File: config.mk
export PLATFORM = sky130hd
export DESIGN_NAME = iiitb_cps_gate_arbiter
export DESIGN_NICKNAME = d
export VERILOG_FILES = /design/src/rtl/iiitb_cps_gate_arbiter.sv
export SDC_FILE = /design/constraint.sdc
export NUM_CORES = 1
export LEC_CHECK = 0
export ABC_AREA = 1
export CAP_MARGIN = 20
export CORE_ASPECT_RATIO = 0.7
export CORE_MARGIN = 3
export CORE_UTILIZATION = 41
export DETAILED_ROUTE_END_ITERATION = 10
export PLACE_DENSITY = 0.66
export SYNTH_ARGS = -nofsm -noshare
export SYNTH_HDL_FRONTEND = slang
export SYNTH_SLANG_ARGS = --single-unit
File: constraint.sdc
create_clock -name clk -period 2 [get_ports clk]
set_input_delay 0.5 -clock clk [delete_from_list [all_inputs] [get_ports clk]]
set_output_delay 0.5 -clock clk [all_outputs]
set_load 0.005 [all_outputs]
File: src/rtl/iiitb_cps_gate_arbiter.sv
// Shared parking barrier gate arbiter: two entrance lanes and one exit lane.
// Grants the gate to one requester at a time, holds it open until the vehicle
// passes or the open window expires, and tracks lot occupancy against CAPACITY.
// Optional build macro CPS_TIMEOUT_CNT_EN adds an 8-bit saturating count of
// grants that ended by timeout.
module iiitb_cps_gate_arbiter #(
    parameter int unsigned CAPACITY    = 8,
    parameter int unsigned GATE_CYCLES = 16,
    parameter int unsigned CNT_W       = 4
) (
    input  logic             clk,
    input  logic             reset_n,
    input  logic [1:0]       req_ent,
    input  logic             req_exit,
    input  logic             pass,
    output logic [1:0]       grant_ent,
    output logic             grant_exit,
    output logic             gate_open,
    output logic [CNT_W-1:0] count,
    output logic             full,
    output logic             empty,
    output logic             busy
`ifdef CPS_TIMEOUT_CNT_EN
    ,
    output logic [7:0]       timeout_cnt
`endif
);

    localparam int unsigned TimerW = (GATE_CYCLES > 2) ? $clog2(GATE_CYCLES) : 1;
    localparam logic [TimerW-1:0] TimerLoad = TimerW'(GATE_CYCLES - 1);
    localparam logic [CNT_W-1:0]  CapVal    = CNT_W'(CAPACITY);

    typedef enum logic [1:0] {
        StIdle,
        StOpen,
        StClose
    } state_e;

    state_e            state_q;
    logic              rr_ptr_q;   // entrance lane favoured when both request
    logic [TimerW-1:0] timer_q;
    logic [CNT_W-1:0]  count_q;

    logic can_exit;
    logic can_ent;
    logic ent_pick;                // 1 selects entrance lane 1

    // Request qualification and round-robin pick, all from registered state.
    always_comb begin
        can_exit = req_exit && (count_q != '0);
        can_ent  = (|req_ent) && (count_q < CapVal);
        ent_pick = (&req_ent) ? rr_ptr_q : req_ent[1];
    end

    // Gate control FSM with registered grants, timer and occupancy counter.
    always_ff @(posedge clk or negedge reset_n) begin
        if (!reset_n) begin
            state_q    <= StIdle;
            rr_ptr_q   <= 1'b0;
            timer_q    <= '0;
            count_q    <= '0;
            grant_ent  <= 2'b00;
            grant_exit <= 1'b0;
            gate_open  <= 1'b0;
`ifdef CPS_TIMEOUT_CNT_EN
            timeout_cnt <= 8'd0;
`endif
        end else begin
            case (state_q)
                StIdle: begin
                    if (can_exit) begin
                        state_q    <= StOpen;
                        grant_exit <= 1'b1;
                        gate_open  <= 1'b1;
                        timer_q    <= TimerLoad;
                    end else if (can_ent) begin
                        state_q   <= StOpen;
                        grant_ent <= {ent_pick, ~ent_pick};
                        rr_ptr_q  <= ~ent_pick;
                        gate_open <= 1'b1;
                        timer_q   <= TimerLoad;
                    end
                end
                StOpen: begin
                    if (pass || (timer_q == '0)) begin
                        state_q    <= StClose;
                        grant_ent  <= 2'b00;
                        grant_exit <= 1'b0;
                        gate_open  <= 1'b0;
                        if (pass) begin
                            // Guards keep the counter from wrapping.
                            if (grant_exit && (count_q != '0)) begin
                                count_q <= count_q - CNT_W'(1);
                            end else if ((|grant_ent) && (count_q < CapVal)) begin
                                count_q <= count_q + CNT_W'(1);
                            end
                        end
`ifdef CPS_TIMEOUT_CNT_EN
                        else if (timeout_cnt != 8'hff) begin
                            timeout_cnt <= timeout_cnt + 8'd1;
                        end
`endif
                    end else begin
                        timer_q <= timer_q - TimerW'(1);
                    end
                end
                StClose: begin
                    state_q <= StIdle;
                end
                default: begin
                    state_q <= StIdle;
                end
            endcase
        end
    end

    // Status decoded straight from the registers.
    always_comb begin
        count = count_q;
        full  = (count_q == CapVal);
        empty = (count_q == '0);
        busy  = (state_q != StIdle);
    end

endmodule
==> results by group, run 1 <==
Worst hold path
  • Hold crit path type: flop to flop
  • WHS Path Cells: 2
  • Hold Path End: rr_ptr_q$_DFFE_PN0P_
  • Hold path start: rr_ptr_q$_DFFE_PN0P_

Drt
  • Highest routed layer: met4
  • Vias: 786
  • DR iter-0 viols: 32
  • Met3 Routed Length: 124 um
  • Total Wirelength: 2010 um
  • Wirelength per Cell: 12.5 um
  • Detailed Routing Iterations Pass 1: 4
  • Remaining antenna violation count: 0
  • Met2 wire length: 841 um
  • Residual DRC count: 0
  • Drt via density: 4.88
  • WL met1: 1040 um

Timing
  • Setup TNS: 0 ps
  • Final min period: 1920 ps
  • Max-slew violations: 0
  • Final worst path period share: 0.960
  • Slew @ Worst Pin: 327 ps
  • Finish-stage setup viols: 0
  • Final hold vios: 0
  • RSZ-0062 raised after global routing: no
  • Max Clk Rate: 0.521 GHz
  • Skew final: 9.81 ps
  • Slew headroom: 0.780

Floorplanning
  • Die W: 61.3 um
  • Initial core utilization: 0.454
  • Die area: 0.00274 mm^2
  • Row count: 13
  • Die H: 44.7 um
  • # IOs: 17
  • Core ar.: 0.00194 mm^2

Synthesis
  • Mux contribution to synthesized area: 0
  • Post-synth design cell area: 878 um^2
  • Yosys top cell by area: dfrtp_1
  • Synth area leaders: dfrtp_1 43%, nand2_1 13%, inv_1 8.1%
  • Asr flop ratio synth: 1.00
  • Synth Area in XOR/XNOR: 0.0199
  • Compound-Gate Fraction of Synth Area: 0.0826
  • Sequential fraction of the synthesis area: 0.427
  • Syn_area_per_cell: 7.77 um^2
  • Post-Synth Adder-Cell Area: 0.0655
  • Post-synth top flop: dfrtp_1
  • Count leader, synth: nand2_1
  • Yosys top cell area share: 0.427
  • Synth Warn #: 0
  • Syn Nets: 123
  • Mapped Cells: 113
  • Largest family of logic cells by synthesized area: simple AND/OR/NAND/NOR gates
  • Synth top cells by count: 31 x nand2_1, 19 x inv_1, 15 x dfrtp_1
  • Number of synthesized flops with an enable pin: 0
  • Yosys cell types: 23
  • Post-synthesis simple-gate area fraction: 0.319
  • Post-synthesis register bit count: 15

Critical path
  • CP peak stage delay: 440 ps
  • R2R cell count: 11
  • Reg-to-Reg End: count[3]$_DFFE_PN0P_
  • R2r setup slk: 210 ps
  • Crit path max fanout: 4
  • Worst R2R Start: count[0]$_DFFE_PN0P_
  • Critical path class: flop to primary output
  • CP startpoint kind: flop
  • Critical Path RT: 1500 ps
  • CP Capture Type: primary output
  • CP cell instances: buf_4 > nor4_1 > dlygate4sd2_1
  • CP max-delay cell: dfrtp_1
  • CP arrival: 1420 ps

GRT
  • Vias in the first global route: 751
  • GRT Total Usage: 0.174
  • Initial antenna violation count: 0
  • Pin count of the biggest net entering global routing: 16
  • Global route overflow: 0
  • First-pass GRT wire length: 3440 um

Placement
  • I/O Buffers: 16
  • Routability cong.: 0.824
  • Placed insts: 152
  • Hpwl dp: 1490 um

Run status
  • Status: finished, final reports clean

Clock network
  • Post-cts hold buffer count: 0
  • CTS clk-pin slew, worst paths: 100 ps
  • CTS sink cnt: 15
  • Num CTS Buffers: 3
  • Clk Latency, worst-skew pair: 290 ps
  • H-tree levels: 1
  • Max Buffers Root-to-Sink: 2
  • CTS tree: yes
  • CTS root buf: clkbuf_4

Finish
  • Share of cells above drive strength 1: 0.194
  • Ant. Diodes: 0
  • Finished Layout Cells: 161
  • Nets: 150
  • Area growth, synth to finish: 32.1%

Power and ir drop
  • Power, Total: 2.01 mW
  • Lkg Pwr: 0.641 nW
  • Power Density: 1730 mW/mm^2
  • Peak supply drop: 0.858 mV

Flow run
  • Max_cap viols: 0
## through the flow
stage | hold slack (ps) | cell area, um^2 | utilization | worst slack (ps)
global route | 516 | 1160 | 0.599 | 31.5
finish | 493 | 1160 | 0.599 | 80.1
detailed placement | 472 | 1070 | 0.555 | 172
floorplan | 204 | 878 | - | 377
CTS | 495 | 1140 | 0.591 | 10.8
global placement | 466 | 1070 | 0.555 | 241
## critical path: cells and delay by family (launching register included)
family	cells	cell delay, ps
buffers and inverters	2	450
AND/OR/NAND/NOR	1	240
flip-flops	1	440
## registers in the layout (all words and copies together) (netlist names)
register    flops
state_q         2
timer_q         4
grant_ent       2
gate_open       1
count           4
rr_ptr_q        1
grant_exit      1
## layout by cell type, fill, tap and decap left out
master           count
o21ai_0              7
dlygate4sd2_1        1
nor2_4               3
ha_1                 3
clkbuf_4             3
clkinvlp_4           1
nor3_1               1
o21ai_2              1
inv_1               19
dlymetal6s2s_1       1
dfrtp_1             13
xor2_1               2
buf_4                6
nand3_2              2
a21oi_1              1
nand2_2              5
or2_2                2
fa_1                 1
o22ai_1              1
nor4_1               1
nand2_1             30
dfrtp_2              2
nand2_4              1
nor2_1               6
o21ai_1              2
o21bai_1             1
inv_2                1
clkdlybuf4s50_1     14
nand3_1              8
## area by class of cell
cell class	instances	area [um^2]
inverters	20	75.1
multi-input cells	78	443
well taps	22	27.5
clock inverters	1	7.51
clock buffers	3	22.5
fillers	180	776
repair buffers	22	206
flip-flops and latches	15	378
## worst max path at each step
stage / start / end / slack (ps) / cells after the start
final: count[0]$_DFFE_PN0P_ / full / 80 / 3
after global routing: count[3]$_DFFE_PN0P_ / count[3] / 30 / 3
after CTS: count[3]$_DFFE_PN0P_ / empty / 10 / 4
after detailed placement: count[2]$_DFFE_PN0P_ / count[3]$_DFFE_PN0P_ / 170 / 11
after global placement: count[2]$_DFFE_PN0P_ / count[3]$_DFFE_PN0P_ / 240 / 11
after floorplan: count[1]$_DFFE_PN0P_ / count[3]$_DFFE_PN0P_ / 380 / 11
## repair_timing
action	4_1_cts	5_1_grt
buffers inserted	5	0
hold endpoints to repair	0	0
pin swaps	0	1
setup endpoints to repair	2	2
gates resized for setup	4	4
## report_power, final
group          total, mW  switching [mW]  internal [mW]  leakage, nW
Clock              0.178           0.102         0.0761       0.0139
Sequential         0.585           0.130          0.456        0.177
Combinational       1.25           0.683          0.564        0.450
## kinds of logic (layout without fill, tap and decap cells)
| group | Yosys count | count (layout) |
|---|---|---|
| AOI/OAI and AO/OA | 13 | 13 |
| xor gates and xnor gates | 2 | 2 |
| buffers and inverters | 20 | 46 |
| DFF | 15 | 15 |
| and+or+nand+nor | 59 | 59 |
| adders and majority gates | 4 | 4 |
## metal layers
metal	vias to the layer above	track usage
li1	406	-
met1	359	0.264
met2	19	0.236
met3	2	0.0600
met4	0	0.0390
met5	-	0
Power figures use the tool's default switching activity.
==> inputs of run 2 (changes only) <==
Settings changed: CORE_UTILIZATION 41 to 30, PLACE_DENSITY 0.66 to unset.
==> results by group, run 2 (synthesized netlist as in run 1, its figures left out) <==
Placement
  • I/O Buffers: 16 (unchanged)
  • DP Worst Slack: 162 ps (-10.4 ps)
  • Routability cong.: 0.750 (-9.0%)
  • Hpwl dp: 1530 um (+3.3%)
  • Area of placed instances: 0.00109 mm^2 (+1.4%)

Timing
  • Final worst path period share: 0.965 (+0.00556)
  • Max-slew violations: 0 (unchanged)
  • Setup TNS: 0 ps (unchanged)
  • Max Clk Rate: 0.518 GHz (-0.58%)
  • Skew final: 6.48 ps (-3.33 ps)
  • Slew headroom: 0.752 (-0.0279)
  • Final hold vios: 0 (unchanged)
  • Slew @ Worst Pin: 373 ps (+45.3 ps)
  • Final WS setup: 69.0 ps (-11.1 ps)
  • RSZ-0062 raised after global routing: no
  • Min Hold Slack: 477 ps (-15.9 ps)
  • Final min period: 1930 ps (+11.1 ps)
  • Finish-stage setup viols: 0 (unchanged)

Drt
  • Remaining antenna violation count: 0 (unchanged)
  • DR iter-0 viols: 28 (-13%)
  • Wirelength per Cell: 12.1 um (-3.6%)
  • Residual DRC count: 0 (unchanged)
  • Total Wirelength: 2050 um (+1.8%)
  • Detailed Routing Iterations Pass 1: 4 (unchanged)
  • Drt via density: 4.67 (-4.3%)
  • Vias: 794 (+1.0%)

Floorplanning
  • Core ar.: 0.00263 mm^2 (+36%)
  • Initial core utilization: 0.334 (-0.119)
  • Die H: 51.3 um (+15%)
  • Die W: 70.7 um (+15%)
  • Die area: 0.00362 mm^2 (+32%)
  • Row count: 15 (+2)
  • # IOs: 17 (unchanged)

GRT
  • Global route overflow: 0 (unchanged)
  • First-pass GRT wire length: 3310 um (-4.0%)
  • Met3 GRT Util: 0.0373 (-0.0227)
  • GRT Total Usage: 0.117 (-0.0566)
  • Met1 GRT Util: 0.165 (-0.0993)
  • Gr busiest metal: met2
  • Vias in the first global route: 743 (-1.1%)
  • M2 GR Usage: 0.179 (-0.0577)
  • Pin count of the biggest net entering global routing: 16 (unchanged)
  • Initial antenna violation count: 0 (unchanged)

Run status
  • Status: finished, final reports clean

Clock network
  • H-tree levels: 1 (unchanged)
  • CTS root buf: clkbuf_8
  • Max Buffers Root-to-Sink: 2 (unchanged)
  • CTS clk-pin slew, worst paths: 70 ps (-30 ps)
  • Post-cts hold buffer count: 0 (unchanged)
  • Num CTS Buffers: 3 (unchanged)
  • Clk Latency, worst-skew pair: 250 ps (-40 ps)
  • CTS sink cnt: 15 (unchanged)
  • CTS tree: yes

Critical path
  • R2R cell count: 11 (unchanged)
  • CP endpoint: empty
  • CP Capture Type: primary output
  • Reg-to-Reg End: count[3]$_DFFE_PN0P_
  • R2r setup slk: 140 ps (-70 ps)
  • Critical path class: flop to primary output
  • Critical Path RT: 1500 ps (about the same)
  • CP startpoint kind: flop
  • CP arrival: 1430 ps (about the same)
  • Worst R2R Start: count[2]$_DFFE_PN0P_
  • Crit path max fanout: 4 (unchanged)
  • Crit path from: count[2]$_DFFE_PN0P_

Power and ir drop
  • Switching Fraction: 0.444 (-0.0108)
  • Power Density: 1740 mW/mm^2 (+0.37%)
  • Clk pwr share: 0.128 (+0.039)
  • Peak supply drop: 0.781 mV (-9.0%)
  • Int Pwr: 1.12 mW (+2.4%)
  • Net Switching: 0.896 mW (-2.0%)
  • Flop pwr share: 0.292 (about the same)
  • Logic pwr share: 0.580 (-0.040)
  • Lkg Pwr: 0.620 nW (-3.4%)

Finish
  • Highest-count cells in the layout ignoring fill and taps: 31 x nand2_1, 19 x inv_1, 15 x clkdlybuf4s50_1, 12 x dfrtp_1, 8 x nand3_1
  • Fillers: 268 (+49%)
  • Final Util: 0.441 (-0.158)
  • Nets: 147 (-2.0%)
  • Commonest non-fill, non-tap cell in the layout: nand2_1
  • Post-route cell area: 0.00116 mm^2 (unchanged)
  • Share of cells above drive strength 1: 0.176 (-0.0178)
  • Ant. Diodes: 0 (unchanged)
  • Area growth, synth to finish: 32.1% (unchanged)

Worst hold path
  • Hold path start: rr_ptr_q$_DFFE_PN0P_
  • Hold crit path type: flop to flop

Flow run
  • Max_cap viols: 0 (unchanged)
## run 2: cell types whose count changed in the layout (fill, tap and decap cells not counted), sizes merged
cell and change:
buf -3, clkdlybuf4s50 +1, clkinv +1, clkinvlp -1, dlymetal6s2s -1
## run 2: stage by stage
step	cells	total power, mW
floorplan	113	1.31
global placement	164	1.68
detailed placement	164	1.70
CTS	168	1.96
global route	170	2.23
finish	170	2.02
## run 2: worst max-delay path, stage by stage (launching register included)
cell	delay (ps)
dfrtp_2	440
nor2_2	120
nand2_2	90
inv_1	50
clkdlybuf4s50_1	490
## run 2: cell type report
class	instances	area [um^2]	area share
Multi-Input combinational cell	78	435	0.375
Clock inverter	1	5.00	0.00432
Sequential cell	15	379	0.327
Clock buffer	3	41.3	0.0356
Tap cell	34	42.5	0.0367
Timing Repair Buffer	19	181	0.156
Inverter	20	75.1	0.0647
## run 2: how the worst min path moves through the flow
stage                      endpoint  slack [ps]  depth (start not counted)
4_1_cts        rr_ptr_q$_DFFE_PN0P_         470                          2
2_1_floorplan  count[0]$_DFFE_PN0P_         200                          0
6_report       rr_ptr_q$_DFFE_PN0P_         480                          2
5_1_grt        rr_ptr_q$_DFFE_PN0P_         510                          2
3_3_place_gp   rr_ptr_q$_DFFE_PN0P_         450                          2
3_5_place_dp   rr_ptr_q$_DFFE_PN0P_         460                          2
## run 2: layer usage
metal	wire (um)	vias to the layer above
li1	-	404
met1	1000	366
met2	931	20
met3	86	4
met4	31	0
met5	0	-
## run 2: what timing repair did
| action | 4_1_cts | 5_1_grt |
|---|---|---|
| setup endpoints to repair | 2 | 2 |
| buffers inserted | 0 | 2 |
| resized for setup | 2 | 4 |
| hold endpoints to repair | 0 | 0 |
## run 2: power groups by stage
stage          registers, mW  clock network, mW  logic (mW)
2_1_floorplan          0.569                  0       0.740
3_3_place_gp           0.583                  0        1.10
3_5_place_dp           0.588                  0        1.11
4_1_cts                0.587              0.254        1.12
5_1_grt                0.610              0.271        1.34
6_report               0.590              0.258        1.17
